==> config.mk <==
export PLATFORM = sky130hd
export DESIGN_NAME = pair_motion_estimator
export DESIGN_NICKNAME = d
export VERILOG_FILES = /design/src/rtl/pair_motion_estimator.sv
export SDC_FILE = /design/constraint.sdc
export NUM_CORES = 1
export LEC_CHECK = 0
export CAP_MARGIN = 20
export CORE_MARGIN = 1.5
export CORE_UTILIZATION = 55
export CTS_BUF_LIST = sky130_fd_sc_hd__clkbuf_2
export CTS_CLUSTER_DIAMETER = 150
export DETAILED_ROUTE_END_ITERATION = 7
export DONT_BUFFER_PORTS = 1
export GPL_TIMING_DRIVEN = 0
export PLACE_DENSITY = 0.8
export SLEW_MARGIN = 20
export SYNTH_ARGS = -nofsm -noshare
export SYNTH_HDL_FRONTEND = slang
export SYNTH_SLANG_ARGS = --single-unit
==> constraint.sdc <==
create_clock -name clk -period 10.2 [get_ports clk]
set_input_delay 1.53 -clock clk [delete_from_list [all_inputs] [get_ports clk]]
set_output_delay 1.53 -clock clk [all_outputs]
set_load 0.005 [all_outputs]
==> src/rtl/pair_motion_estimator.sv <==
// -----------------------------------------------------------------------------
// pair_motion_estimator
//
// Reduces the matched-feature pair stream of one frame to a single global
// inter-frame motion vector: the mean displacement (current - previous).
// Pairs accumulate while the previous frame's mean is still being divided.
// At end of frame the sums are handed to two parallel restoring dividers
// (X and Y), and the signed quotients are published with a one-cycle
// motion_valid pulse.
//
// Optional build macro:
//   MOTION_IIR_EN - when defined, the published vector is first-order
//                   smoothed: out = prev_out + ((mean - prev_out) >>> IIR_SHIFT).
//                   Frames with no pairs leave the vector unchanged.
//
// Ports:
//   clk                : clock
//   reset              : asynchronous reset, active low
//   current_feature_X/Y: current-frame feature coordinate
//   prev_feature_X/Y   : matched previous-frame feature coordinate
//   pair_valid         : coordinates valid this cycle
//   pair_done          : one-cycle end-of-frame marker (a same-cycle pair
//                        belongs to the closing frame)
//   motion_dx/dy       : signed mean displacement, held between pulses
//   motion_valid       : one-cycle pulse when motion_dx/dy/match_count update
//   match_count        : number of pairs behind the emitted vector
//   busy               : high while a division is in flight
//   overrun            : one-cycle pulse when a frame result is dropped
// -----------------------------------------------------------------------------
module pair_motion_estimator #(
    parameter int HORIZEN   = 320,
    parameter int VERTICAL  = 240,
    parameter int MAX_PAIRS = 100,
    parameter int X_WIDTH   = $clog2(HORIZEN),
    parameter int Y_WIDTH   = $clog2(VERTICAL),
    parameter int CNT_WIDTH = $clog2(MAX_PAIRS + 1),
    parameter int ACC_WIDTH = X_WIDTH + 1 + CNT_WIDTH,
    parameter int IIR_SHIFT = 2
) (
    input  logic                        clk,
    input  logic                        reset,
    input  logic [X_WIDTH-1:0]          current_feature_X,
    input  logic [Y_WIDTH-1:0]          current_feature_Y,
    input  logic [X_WIDTH-1:0]          prev_feature_X,
    input  logic [Y_WIDTH-1:0]          prev_feature_Y,
    input  logic                        pair_valid,
    input  logic                        pair_done,
    output logic signed [X_WIDTH:0]     motion_dx,
    output logic signed [Y_WIDTH:0]     motion_dy,
    output logic                        motion_valid,
    output logic [CNT_WIDTH-1:0]        match_count,
    output logic                        busy,
    output logic                        overrun
);

    localparam int STEP_W = $clog2(ACC_WIDTH);

    typedef enum logic [1:0] {
        IDLE   = 2'd0,
        DIVIDE = 2'd1,
        OUTPUT = 2'd2
    } state_t;

    // Magnitude of a signed accumulator.
    function automatic logic [ACC_WIDTH-1:0] magnitude(input logic signed [ACC_WIDTH-1:0] v);
        return v[ACC_WIDTH-1] ? ACC_WIDTH'(-v) : ACC_WIDTH'(v);
    endfunction

    // Re-apply the sign to an unsigned quotient; truncation toward zero
    // falls out of dividing magnitudes. An empty frame forces zero.
    function automatic logic signed [ACC_WIDTH-1:0] apply_sign(
        input logic [ACC_WIDTH-1:0] quo,
        input logic                 neg,
        input logic                 empty
    );
        if (empty) begin
            return '0;
        end
        return neg ? -$signed(quo) : $signed(quo);
    endfunction

    // First-order smoothing toward the new mean.
    function automatic logic signed [ACC_WIDTH-1:0] iir_step(
        input logic signed [ACC_WIDTH-1:0] prev,
        input logic signed [ACC_WIDTH-1:0] mean
    );
        logic signed [ACC_WIDTH-1:0] diff;
        diff = mean - prev;
        return prev + (diff >>> IIR_SHIFT);
    endfunction

    // One restoring-division step. The dividend shifts out of the MSB of
    // quo while quotient bits shift in at the LSB; after ACC_WIDTH steps
    // quo holds the full quotient. The remainder is always below the
    // divisor, so CNT_WIDTH bits suffice (a zero divisor only produces
    // garbage that is discarded).
    function automatic void div_step(
        input  logic [CNT_WIDTH-1:0] rem,
        input  logic [ACC_WIDTH-1:0] quo,
        input  logic [CNT_WIDTH-1:0] dvs,
        output logic [CNT_WIDTH-1:0] rem_n,
        output logic [ACC_WIDTH-1:0] quo_n
    );
        logic [CNT_WIDTH:0] trial;
        trial = {rem, quo[ACC_WIDTH-1]};
        if (trial >= {1'b0, dvs}) begin
            rem_n = CNT_WIDTH'(trial - {1'b0, dvs});
            quo_n = {quo[ACC_WIDTH-2:0], 1'b1};
        end else begin
            rem_n = trial[CNT_WIDTH-1:0];
            quo_n = {quo[ACC_WIDTH-2:0], 1'b0};
        end
    endfunction

    state_t                       state_q;
    logic signed [ACC_WIDTH-1:0]  sum_dx_q, sum_dx_d, sum_dx_cl;
    logic signed [ACC_WIDTH-1:0]  sum_dy_q, sum_dy_d, sum_dy_cl;
    logic [CNT_WIDTH-1:0]         cnt_q, cnt_d, cnt_cl;
    logic [ACC_WIDTH-1:0]         quo_x_q, quo_x_d;
    logic [ACC_WIDTH-1:0]         quo_y_q, quo_y_d;
    logic [CNT_WIDTH-1:0]         rem_x_q, rem_x_d;
    logic [CNT_WIDTH-1:0]         rem_y_q, rem_y_d;
    logic                         neg_x_q, neg_y_q;
    logic [CNT_WIDTH-1:0]         div_cnt_q;
    logic [STEP_W-1:0]            step_q;
    logic signed [X_WIDTH:0]      motion_dx_q;
    logic signed [Y_WIDTH:0]      motion_dy_q;
    logic                         motion_valid_q;
    logic [CNT_WIDTH-1:0]         match_count_q;
    logic                         busy_q;
    logic                         overrun_q;

    logic signed [X_WIDTH:0]      pair_dx;
    logic signed [Y_WIDTH:0]      pair_dy;
    logic                         take;
    logic signed [ACC_WIDTH-1:0]  mean_x, mean_y;
    logic signed [ACC_WIDTH-1:0]  out_x, out_y;

    assign pair_dx = $signed({1'b0, current_feature_X}) - $signed({1'b0, prev_feature_X});
    assign pair_dy = $signed({1'b0, current_feature_Y}) - $signed({1'b0, prev_feature_Y});

    // Accumulation runs regardless of divider state. *_cl is the frame
    // total including any same-cycle pair; pair_done always restarts the
    // accumulators so the closing pair is never carried forward.
    always_comb begin
        take      = pair_valid && (cnt_q != CNT_WIDTH'(MAX_PAIRS));
        sum_dx_cl = sum_dx_q;
        sum_dy_cl = sum_dy_q;
        cnt_cl    = cnt_q;
        if (take) begin
            sum_dx_cl = sum_dx_q + ACC_WIDTH'(pair_dx);
            sum_dy_cl = sum_dy_q + ACC_WIDTH'(pair_dy);
            cnt_cl    = cnt_q + CNT_WIDTH'(1);
        end
        sum_dx_d = pair_done ? '0 : sum_dx_cl;
        sum_dy_d = pair_done ? '0 : sum_dy_cl;
        cnt_d    = pair_done ? '0 : cnt_cl;
    end

    always_comb begin
        rem_x_d = '0;
        rem_y_d = '0;
        quo_x_d = '0;
        quo_y_d = '0;
        div_step(rem_x_q, quo_x_q, div_cnt_q, rem_x_d, quo_x_d);
        div_step(rem_y_q, quo_y_q, div_cnt_q, rem_y_d, quo_y_d);
    end

    always_comb begin
        mean_x = apply_sign(quo_x_q, neg_x_q, div_cnt_q == '0);
        mean_y = apply_sign(quo_y_q, neg_y_q, div_cnt_q == '0);
`ifdef MOTION_IIR_EN
        out_x = (div_cnt_q == '0) ? ACC_WIDTH'(motion_dx_q) : iir_step(ACC_WIDTH'(motion_dx_q), mean_x);
        out_y = (div_cnt_q == '0) ? ACC_WIDTH'(motion_dy_q) : iir_step(ACC_WIDTH'(motion_dy_q), mean_y);
`else
        out_x = mean_x;
        out_y = mean_y;
`endif
    end

    always_ff @(posedge clk or negedge reset) begin
        if (!reset) begin
            state_q        <= IDLE;
            sum_dx_q       <= '0;
            sum_dy_q       <= '0;
            cnt_q          <= '0;
            quo_x_q        <= '0;
            quo_y_q        <= '0;
            rem_x_q        <= '0;
            rem_y_q        <= '0;
            neg_x_q        <= 1'b0;
            neg_y_q        <= 1'b0;
            div_cnt_q      <= '0;
            step_q         <= '0;
            motion_dx_q    <= '0;
            motion_dy_q    <= '0;
            motion_valid_q <= 1'b0;
            match_count_q  <= '0;
            busy_q         <= 1'b0;
            overrun_q      <= 1'b0;
        end else begin
            sum_dx_q       <= sum_dx_d;
            sum_dy_q       <= sum_dy_d;
            cnt_q          <= cnt_d;
            motion_valid_q <= 1'b0;
            overrun_q      <= 1'b0;
            case (state_q)
                IDLE: begin
                    if (pair_done) begin
                        quo_x_q   <= magnitude(sum_dx_cl);
                        quo_y_q   <= magnitude(sum_dy_cl);
                        neg_x_q   <= sum_dx_cl[ACC_WIDTH-1];
                        neg_y_q   <= sum_dy_cl[ACC_WIDTH-1];
                        div_cnt_q <= cnt_cl;
                        rem_x_q   <= '0;
                        rem_y_q   <= '0;
                        step_q    <= '0;
                        busy_q    <= 1'b1;
                        state_q   <= DIVIDE;
                    end
                end
                DIVIDE: begin
                    // A frame closing now has nowhere to go; its sums were
                    // already cleared above.
                    overrun_q <= pair_done;
                    quo_x_q   <= quo_x_d;
                    quo_y_q   <= quo_y_d;
                    rem_x_q   <= rem_x_d;
                    rem_y_q   <= rem_y_d;
                    step_q    <= step_q + STEP_W'(1);
                    if (step_q == STEP_W'(ACC_WIDTH - 1)) begin
                        state_q <= OUTPUT;
                    end
                end
                OUTPUT: begin
                    overrun_q      <= pair_done;
                    motion_dx_q    <= (X_WIDTH + 1)'(out_x);
                    motion_dy_q    <= (Y_WIDTH + 1)'(out_y);
                    match_count_q  <= div_cnt_q;
                    motion_valid_q <= 1'b1;
                    busy_q         <= 1'b0;
                    state_q        <= IDLE;
                end
                default: begin
                    state_q <= IDLE;
                    busy_q  <= 1'b0;
                end
            endcase
        end
    end

    assign motion_dx    = motion_dx_q;
    assign motion_dy    = motion_dy_q;
    assign motion_valid = motion_valid_q;
    assign match_count  = match_count_q;
    assign busy         = busy_q;
    assign overrun      = overrun_q;

endmodule

==> run_results.csv, run 1 <==
group,metric,value,unit
clock_network,worstSkewPairLatency,0.74,ns
timing,finalSetupTns,0,ns
finish,seq_area,0.00335,mm^2
yosys,synth.area.top_cells,"dfrtp_1 (35%), ha_1 (10%), o21ai_0 (4.6%)",
clock_network,cts.hold.buffers_added,0,
finish,multiInputGateArea,0.00573,mm^2
finish,fin_cells,1334,
worst_setup_path,r2r_slack,5.13,ns
routing,vias,7955,
routing,dr.pass1.iters,5,
finish,final_common_cell,"dfrtp_1",
floorplanning,die_area,0.0182,mm^2
floorplanning,ioPinCount,67,
routing,dr.first_iter.drc_count,630,
timing,worstMarginPinSlew,1.09,ns
placement,dp_worst_setup_slack,3.55,ns
finish,nets,1221,
yosys,synth.net_count,1201,
timing,fin_crit,5.70,ns
worst_setup_path,cp_max_fo,9,
yosys,synth_edf_count,0,
power,power.density,273,mW/mm^2
timing,max_freq,175,MHz
floorplanning,die_w,135,um
placement,post-dp-hpwl,16800,um
routing,wl_per_cell,16.9,um
global_routing,grt_pass1_vias,7688,
worst_setup_path,critical_path_class,"in -> reg",
clock_network,postCtsResizedCells,0,
finish,layout_common_cells,"dfrtp_1 (134), nor2_1 (106), o21ai_0 (88)",
clock_network,clock-sinks,134,
placement,port_buffers,0,
global_routing,overflow,0,
outcome,run_status,"finished clean",
worst_setup_path,end_kind,"flip-flop",
global_routing,grt_pass1_wl,37700,um
yosys,ys.flop_type,"dfrtp_1",
finish,synthToLayoutAreaGrowth,5.95,%
yosys,synth.largest_area_cell,"dfrtp_1",
global_routing,busiest_layer,"met2",
routing,antenna_left,0,
global_routing,globalRouteMet1Util,34.1,%
clock_network,cts_buffers,17,
global_routing,grt_max_degree,135,
floorplanning,row_count,47,
placement,dp_cells,1301,
clock_network,clockBufferDepth,2,
global_routing,gr-usage-all-layers,25.9,%
timing,drv_slew,0,
timing,hold_viol,0,
worst_setup_path,crit_required,10.88,ns
yosys,netlist_area,0.00955,mm^2
yosys,synth_seq_area_share,35.1,%
global_routing,gr-usage-met3,5.56,%
yosys,async_reset_ff_share,100,%
global_routing,antenna_found_initial,1,
global_routing,grtUsageMet2,42.8,%
timing,skew,0.0401,ns
clock_network,cts_tree,"built",
timing,worst_slack,4.50,ns
finish,drive_above_1_share,6.38,%
power,leakagePower,0.00464,uW
routing,wl,22600,um
worst_setup_path,cp.arrival,6.38,ns
timing,setup_viol,0,
yosys,synthCells,1080,
floorplanning,core_area,0.0168,mm^2
flow_run,cap_violations,0,
timing,rsz0062_at_grt,"no",
clock_network,ctsHtreeMaxLevel,4,
timing,fin_crit_sh,55.9,%
yosys,postSynthAreaPerCell,8.84,um^2
clock_network,cts.clk_slew.worst_paths,0.21,ns
power,finalPower,2760,uW
placement,gp_congestion,0.932,
yosys,synth_top_area_share,35.1,%
floorplanning,die_h,135,um
routing,post_drt_via_cell_ratio,5.96,
floorplanning,start_util,57.0,%
clock_network,postCtsSetupBuffers,0,
power,ir_drop,0.151,mV
routing,drc_errors,0,
worst_hold_path,min_path_type,"in -> async",
timing,relSlewSlack,26.6,%
yosys,ys_seq_elements,134,
yosys,ys_warn_count,0,
worst_setup_path,startpoint_type,"input pin",
clock_network,root_buffer,"clkbuf_2",
yosys,ys_types,81,
finish,fillers,1484,
==> cell type report <==
| class | instances | area share (%) |
|---|---|---|
| Inverter | 80 | 2.97 |
| Buffer | 43 | 1.77 |
| Tap cell | 220 | 2.72 |
| Clock buffer | 18 | 0.890 |
| Clock inverter | 14 | 1.81 |
| Timing Repair Buffer | 1 | 0.0495 |
| Multi-Input combinational cell | 823 | 56.6 |
| Antenna cell | 1 | 0.0247 |
| Sequential cell | 134 | 33.1 |
==> critical path, stage by stage <==
cell and delay [ns]:
inv_1 0.02, ha_1 0.25, nor2b_1 0.14, o31a_1 0.27, o211ai_1 0.23, a21oi_1 0.21
nor3_2 0.58, ha_1 0.40, a21oi_1 0.54, a21boi_0 0.31, a2111oi_0 0.14, nor3_1 0.66
nand3_1 0.12, or3_1 0.35, and3_1 0.19, o31ai_1 0.23, mux2_2 0.19
==> where the power goes <==
part           internal (uW)  switching [uW]  leakage, uW
logic                    653             939      0.00272
clock network            160             209     0.000157
registers                672             127      0.00177
total                   1490            1270      0.00464
==> registers in the layout, summed over array words and instances, names as in the netlist <==
register / cells
quo_x_q: 17
quo_y_q: 17
sum_dx_q: 17
sum_dy_q: 17
motion_dx: 10
motion_dy: 9
cnt_q: 7
div_cnt_q: 7
match_count: 7
rem_x_q: 7
rem_y_q: 7
step_q: 5
state_q: 2
busy: 1
motion_valid: 1
neg_x_q: 1
neg_y_q: 1
overrun: 1
==> stage by stage <==
| stage | hold WS, ns | util, % | area (um^2) |
|---|---|---|---|
| after floorplan | 0.451 | - | 9550 |
| after global placement | 0.469 | 58.6 | 9830 |
| after detailed placement | 0.489 | 58.7 | 9840 |
| after CTS | 0.407 | 60.3 | 10100 |
| after global routing | 0.375 | 60.4 | 10100 |
| final | 0.451 | 60.4 | 10100 |
==> cell usage after synthesis (9+ instances only) <==
| cell type | count |
|---|---|
| mux2_2 | 9 |
| nand2_1 | 62 |
| o22ai_1 | 26 |
| nor2b_1 | 20 |
| a22oi_1 | 24 |
| a21o_1 | 15 |
| dfrtp_1 | 134 |
| clkbuf_1 | 32 |
| nand4_1 | 15 |
| o21ai_0 | 88 |
| ha_1 | 77 |
| nor2_1 | 106 |
| mux2i_1 | 17 |
| or3_1 | 13 |
| o21a_1 | 15 |
| and2_1 | 12 |
| xnor2_1 | 42 |
| inv_1 | 80 |
| nand3_1 | 12 |
| nand2b_1 | 15 |
| a21oi_1 | 77 |
| nor3_1 | 17 |
| xor2_1 | 41 |
==> per-layer routing <==
layer / routed length [um] / vias to the layer above
met5: 0 / -
met4: 521 / 0
met3: 1030 / 45
met2: 10800 / 199
met1: 10200 / 3802
li1: - / 3909
==> cells by family after synthesis <==
logic type	count (synthesis)	share of synthesized area, %
AOI/OAI and AO/OA	326	22.0
xor gates and xnor gates	83	7.61
adders and majority gates	83	11.3
buffers and inverters	123	5.02
DFF	134	35.1
muxes	27	2.99
and+or+nand+nor	304	15.9
==> path summary, 6_finish.rpt <==
| kind | from | endpoint | cells after the start |
|---|---|---|---|
| setup / recovery | prev_feature_X[1] | quo_x_q[12] | 17 |
| hold / removal | reset | rem_x_q[4] | 0 |
| setup reg to reg | cnt_q[0] | quo_y_q[16] | 18 |
| hold reg to reg | quo_y_q[9] | quo_y_q[10] | 2 |
| max in group asynchronous | reset | motion_dx[5] | 0 |
| min in group clk | quo_y_q[9] | quo_y_q[10] | 2 |
No activity file was read; power rests on OpenSTA's default activity.
==> inputs of run 2 (changes only) <==
clock period = 5.4 ns   (was 10.2 ns; I/O delays follow)
==> run 2 against run 1 <==
Effect of this change:
- register-to-register slack lost 4.8 ns
- clock skew shrank 0.0013 ns
- die area did not move
- flip-flop and latch count unchanged
- count of clock-buffer cells in the layout did not move
- sequential power up 89%
- worst hold slack got worse by 0.11 ns
- clock power grew 89%
- power increased by 90%
- first-iteration DRC count is 7.9% lower
- combinational power grew 90%
- setup slack got worse by 4.2 ns
- critical path type is now reg -> reg
==> run_results.csv, run 2 (synthesis gave the netlist of run 1 again) <==
group,metric,value,unit
placement,port_buffers,0,
global_routing,grt_pass1_vias,7699,
power,ir_drop,0.303,mV
worst_setup_path,setup.worst_path.end,"quo_y_q[16]",
worst_setup_path,reg2reg_depth,18,
global_routing,antenna_found_initial,1,
worst_setup_path,critical_path_class,"reg -> reg",
worst_setup_path,critPathLaunch,"cnt_q[0]",
finish,layout_common_cells,"dfrtp_1 (134), nor2_1 (106), o21ai_0 (88)",
routing,wl,22600,um
worst_setup_path,timing.rr.start,"cnt_q[0]",
routing,vias,7950,
global_routing,grt_pass1_wl,37800,um
finish,drive_above_1_share,6.46,%
routing,post_drt_via_cell_ratio,5.95,
placement,post-dp-hpwl,16800,um
clock_network,ctsHtreeMaxLevel,4,
power,seqPwrFrac,28.9,%
global_routing,gr-usage-all-layers,26.0,%
worst_setup_path,r2r_slack,0.32,ns
floorplanning,ioPinCount,67,
worst_setup_path,r2r-end,"quo_y_q[16]",
power,swShare,46.3,%
clock_network,cts_tree,"built",
routing,dr.first_iter.drc_count,580,
power,finalPower,5240,uW
floorplanning,die_area,0.0182,mm^2
worst_setup_path,startpoint_type,"flip-flop",
timing,hold_viol,0,
worst_setup_path,end_kind,"flip-flop",
clock_network,clockBufferDepth,2,
power,leakagePower,0.00465,uW
worst_hold_path,min_path_type,"in -> reg",
routing,drc_errors,0,
timing,skew,0.0388,ns
timing,finalSetupTns,0,ns
clock_network,clock-sinks,134,
floorplanning,row_count,47,
floorplanning,start_util,57.0,%
clock_network,postCtsSetupBuffers,0,
clock_network,postCtsResizedCells,0,
power,power.density,516,mW/mm^2
worst_setup_path,crit_required,6.09,ns
global_routing,overflow,0,
routing,wl_per_cell,16.9,um
timing,relSlewSlack,26.0,%
floorplanning,core_area,0.0168,mm^2
timing,fin_crit_sh,94.1,%
timing,whs,0.344,ns
power,combPwrFrac,57.8,%
finish,final_common_cell,"dfrtp_1",
worst_hold_path,hp-start,"pair_valid",
worst_setup_path,cp_max_fo,10,
placement,gp_congestion,0.932,
power,p_clk_share,13.4,%
outcome,run_status,"finished clean",
timing,setup_viol,0,
floorplanning,die_w,135,um
routing,antenna_left,0,
worst_setup_path,cp.arrival,5.77,ns
finish,nets,1223,
routing,dr.pass1.iters,5,
power,p_switching,2430,uW
flow_run,cap_violations,0,
floorplanning,die_h,135,um
clock_network,root_buffer,"clkbuf_2",
clock_network,worstSkewPairLatency,0.76,ns
timing,max_freq,197,MHz
timing,worstMarginPinSlew,1.10,ns
power,intPower,2810,uW
clock_network,cts.clk_slew.worst_paths,0.22,ns
timing,rsz0062_at_grt,"no",
global_routing,grt_max_degree,135,
finish,synthToLayoutAreaGrowth,6.34,%
timing,fin_crit,5.08,ns
timing,drv_slew,0,
clock_network,cts_buffers,17,
[run 2: cell types whose count changed in the layout (fill, tap and decap cells not counted)]
cell	change
buf_16	+1
dlygate4sd3_1	+1
[run 2: per-layer routing]
| layer | vias up | wire length [um] | global-route usage (%) |
|---|---|---|---|
| met2 | 184 | 10700 | 42.7 |
| met4 | 0 | 641 | 9.50 |
| li1 | 3911 | - | - |
| met5 | - | 0 | 0 |
| met1 | 3804 | 10100 | 34.1 |
| met3 | 51 | 1050 | 5.52 |
[run 2: final cells by class]
cell class              count  area (um^2)
flip-flops and latches    134         3350
multi-input cells         823         5730
diodes                      1         2.50
repair buffers              3         42.5
fillers                  1478         6600
clock buffers              18         90.1
well taps                 220          275
clock inverters            14          183
inverters                  80          300
plain buffers              43          179
[run 2: worst min-delay path by stage]
stage,end,depth (start not counted)
floorplan,rem_x_q[6],2
global placement,rem_x_q[6],2
detailed placement,rem_y_q[6],2
CTS,rem_x_q[3],1
global route,cnt_q[4],3
finish,cnt_q[5],3
[run 2: worst max-delay path, stage by stage (launching register included)]
cell,delay [ns]
dfrtp_1,0.47
inv_1,0.07
ha_1,0.14
nand2_1,0.07
o31ai_2,0.55
buf_2,0.41
buf_2,0.29
buf_2,0.31
buf_2,0.28
buf_2,0.30
mux2i_1,0.48
ha_1,0.29
nand2_1,0.07
a21oi_2,0.16
nand4_1,0.15
nor3_2,0.21
nand3_1,0.10
or4b_1,0.49
a31oi_1,0.17
[run 2: power by group through the flow]
stage	Combinational (uW)	Sequential [uW]	Clock [uW]
finish	3020	1510	700
floorplan	2370	1450	0
CTS	3000	1500	704
global placement	2860	1510	0
detailed placement	2960	1520	0
global route	3400	1540	749
[run 2: stage by stage]
step	cell area [um^2]	util (%)	instances	setup WS, ns
CTS	10100	60.5	1334	0.246
global route	10200	60.6	1336	0.00984
global placement	9830	58.6	1300	-0.460
detailed placement	9840	58.7	1301	-0.529
floorplan	9550	-	1080	0.522
finish	10200	60.6	1336	0.317
[run 2: timing repair]
action / in CTS / in global routing
setup endpoints to repair: 0 / 0
endpoints found under the hold margin: 134 / 7
hold buffers: 1 / 1
==> inputs of run 3 (changes only) <==
PLACE_DENSITY = 0.83   (was 0.8)
clock period = 4.1 ns   (was 5.4 ns; I/O delays follow)
==> run 3 against run 2 <==
Effect of this change:
- power increased by 32%
- final area up 2.8%
- worst hold slack worse by 0.17 ns
- via count is 2.4% higher
- count of clock-buffer cells in the layout unchanged
- clock power rose by 3.6%
- sequential share of layout area is 0.91 points lower
- first-iteration DRC count is 12% higher
- setup slack got worse by 0.10 ns
- clock skew is 0.0018 ns lower
- utilization increased by 1.7 points
- critical endpoint is now quo_x_q[12]
- largest cell class unchanged
==> run_results.csv, run 3 (synthesis gave the netlist of run 1 again) <==
group,metric,value,unit
worst_hold_path,holdPathStages,3,
placement,post-dp-hpwl,16600,um
timing,fin_crit,3.88,ns
routing,dr.first_iter.drc_count,651,
outcome,run_status,"finished clean",
power,power.density,662,mW/mm^2
worst_setup_path,startpoint_type,"input pin",
clock_network,ctsHtreeMaxLevel,4,
worst_setup_path,critical_path_class,"in -> reg",
worst_setup_path,max_stage_delay,0.42,ns
floorplanning,ioPinCount,67,
power,combPwrFrac,60.7,%
timing,relSlewSlack,51.7,%
finish,layout_common_cells,"dfrtp_1 (134), nor2_1 (103), o21ai_0 (81)",
clock_network,clockBufferDepth,2,
floorplanning,die_h,135,um
placement,dp_cells,1301,
finish,fin_util,62.3,%
floorplanning,core_area,0.0168,mm^2
finish,fin_cells,1345,
power,leakagePower,0.00468,uW
placement,gp_congestion,0.922,
worst_hold_path,whs_endpoint,"cnt_q[4]",
worst_setup_path,r2r_slack,0.23,ns
routing,post_drt_via_cell_ratio,6.05,
floorplanning,start_util,57.0,%
global_routing,grt_max_degree,135,
timing,max_freq,257,MHz
clock_network,clock-sinks,134,
clock_network,cts_tree,"built",
power,swShare,47.3,%
finish,final_common_cell,"dfrtp_1",
worst_setup_path,end_kind,"flip-flop",
global_routing,antenna_found_initial,1,
power,p_switching,3270,uW
power,seqPwrFrac,28.8,%
clock_network,worstSkewPairLatency,0.76,ns
global_routing,grt_pass1_wl,36800,um
placement,port_buffers,0,
routing,wl_per_cell,16.8,um
finish,nets,1232,
finish,synthToLayoutAreaGrowth,9.35,%
worst_setup_path,crit_slowest_cell,"or3_1",
timing,setup_viol,0,
power,intPower,3650,uW
timing,hold_viol,0,
clock_network,root_buffer,"clkbuf_2",
worst_setup_path,timing.rr.start,"cnt_q[0]",
worst_setup_path,crit_required,4.79,ns
timing,worstMarginPinSlew,0.706,ns
clock_network,cts.clk_slew.worst_paths,0.18,ns
worst_hold_path,min_path_type,"in -> reg",
routing,drc_errors,0,
routing,dr.pass1.iters,8,
timing,skew,0.0371,ns
timing,fin_crit_sh,94.8,%
worst_setup_path,cp_max_fo,9,
finish,drive_above_1_share,10.7,%
power,ir_drop,0.322,mV
routing,vias,8139,
worst_setup_path,reg2reg_depth,16,
global_routing,gr-usage-all-layers,25.4,%
routing,wl,22600,um
global_routing,grt_pass1_vias,7685,
timing,rsz0062_at_grt,"yes",
flow_run,cap_violations,0,
worst_hold_path,hp-start,"pair_valid",
floorplanning,row_count,47,
global_routing,overflow,0,
worst_setup_path,r2r-end,"quo_y_q[16]",
floorplanning,die_w,135,um
routing,antenna_left,0,
timing,drv_slew,0,
clock_network,cts_buffers,17,
power,p_clk_share,10.5,%
worst_setup_path,cp.arrival,4.58,ns
worst_setup_path,path_cells,"inv_1 -> ha_1 -> nor2b_1 -> o31a_1 -> o211ai_1 -> nand2_1 -> a21oi_1 -> xnor2_1 -> ha_1 -> clkbuf_1 -> o21ai_0 -> o21ba_2 -> o21ai_0 -> a31oi_4 -> nand4_2 -> or3_1 -> and3_1 -> o31ai_1 -> mux2_2",
floorplanning,die_area,0.0182,mm^2
[run 3: cell count changes in the layout (fill, tap and decap cells not counted), moves of 3 or more]
cell	before	now
buf_4	0	12
ha_1	77	70
o21ai_0	88	81
o21ai_1	3	10
buf_2	9	3
a21oi_1	77	72
ha_4	0	5
a21oi_2	1	5
clkinvlp_4	2	6
bufinv_16	4	1
clkbuf_2	18	21
nor2_1	106	103
nor3_1	16	13
[run 3: final cells by class]
type | instances | area [um^2]
Timing Repair Buffer | 14 | 125
Tap cell | 220 | 275
Buffer | 41 | 198
Clock inverter | 14 | 111
Inverter | 80 | 313
Multi-Input combinational cell | 823 | 5980
Clock buffer | 18 | 90.1
Sequential cell | 134 | 3350
Fill cell | 1421 | 6320
Antenna cell | 1 | 2.50
[run 3: metrics by stage]
stage	setup TNS [ns]	total power, uW	hold slack, ns	instance area (um^2)	setup WS, ns
finish	0	6910	0.175	10400	0.215
global route	-0.0151	7510	0.158	10400	-0.0151
CTS	0	6780	0.132	10300	0.0477
detailed placement	-17.43	6020	0.327	10000	-0.924
global placement	-14.99	5870	0.323	10000	-0.904
floorplan	-0.405	5160	0.319	9750	-0.128
[run 3: critical path, delay by kind of cell]
kind            cells  cell delay, ns
simple gates        5            0.99
mux                 1            0.19
xor+xnor            1            0.09
compound gates      8            1.87
fa+ha+maj           2            0.52
buf+inv             2            0.30
[run 3: repair_timing]
item / CTS / global route
pin swaps: 2 / 6
resized for setup: 8 / 15
hold buffers: 2 / 0
endpoints found under the setup margin: 10 / 19
endpoints found under the hold margin: 134 / 0
buffers inserted: 2 / 9
[run 3: worst max path at each step]
stage | startpoint | end | depth (start not counted)
after global placement | cnt_q[0] | quo_y_q[16] | 18
after detailed placement | cnt_q[0] | quo_y_q[16] | 18
after global routing | current_feature_X[0] | quo_x_q[12] | 20
final | prev_feature_X[1] | quo_x_q[12] | 19
after CTS | prev_feature_X[1] | quo_x_q[12] | 17
after floorplan | current_feature_Y[0] | quo_y_q[16] | 18
[run 3: routing by layer]
| metal | global-route usage (%) | vias up | share of wire [%] | wire [um] |
|---|---|---|---|---|
| met5 | 0 | - | 0 | 0 |
| met4 | 10.9 | 0 | 2.6 | 587 |
| met3 | 5.74 | 56 | 6.2 | 1390 |
| met2 | 41.6 | 273 | 48 | 10700 |
| met1 | 32.5 | 3891 | 44 | 9840 |
| li1 | - | 3919 | - | - |
[run 3: power groups by stage]
stage	registers (uW)	clock network, uW	logic (uW)
2_1_floorplan	1920	0	3240
3_3_place_gp	1990	0	3880
3_5_place_dp	2010	0	4010
4_1_cts	1980	738	4060
5_1_grt	2030	793	4680
6_report	1990	725	4200
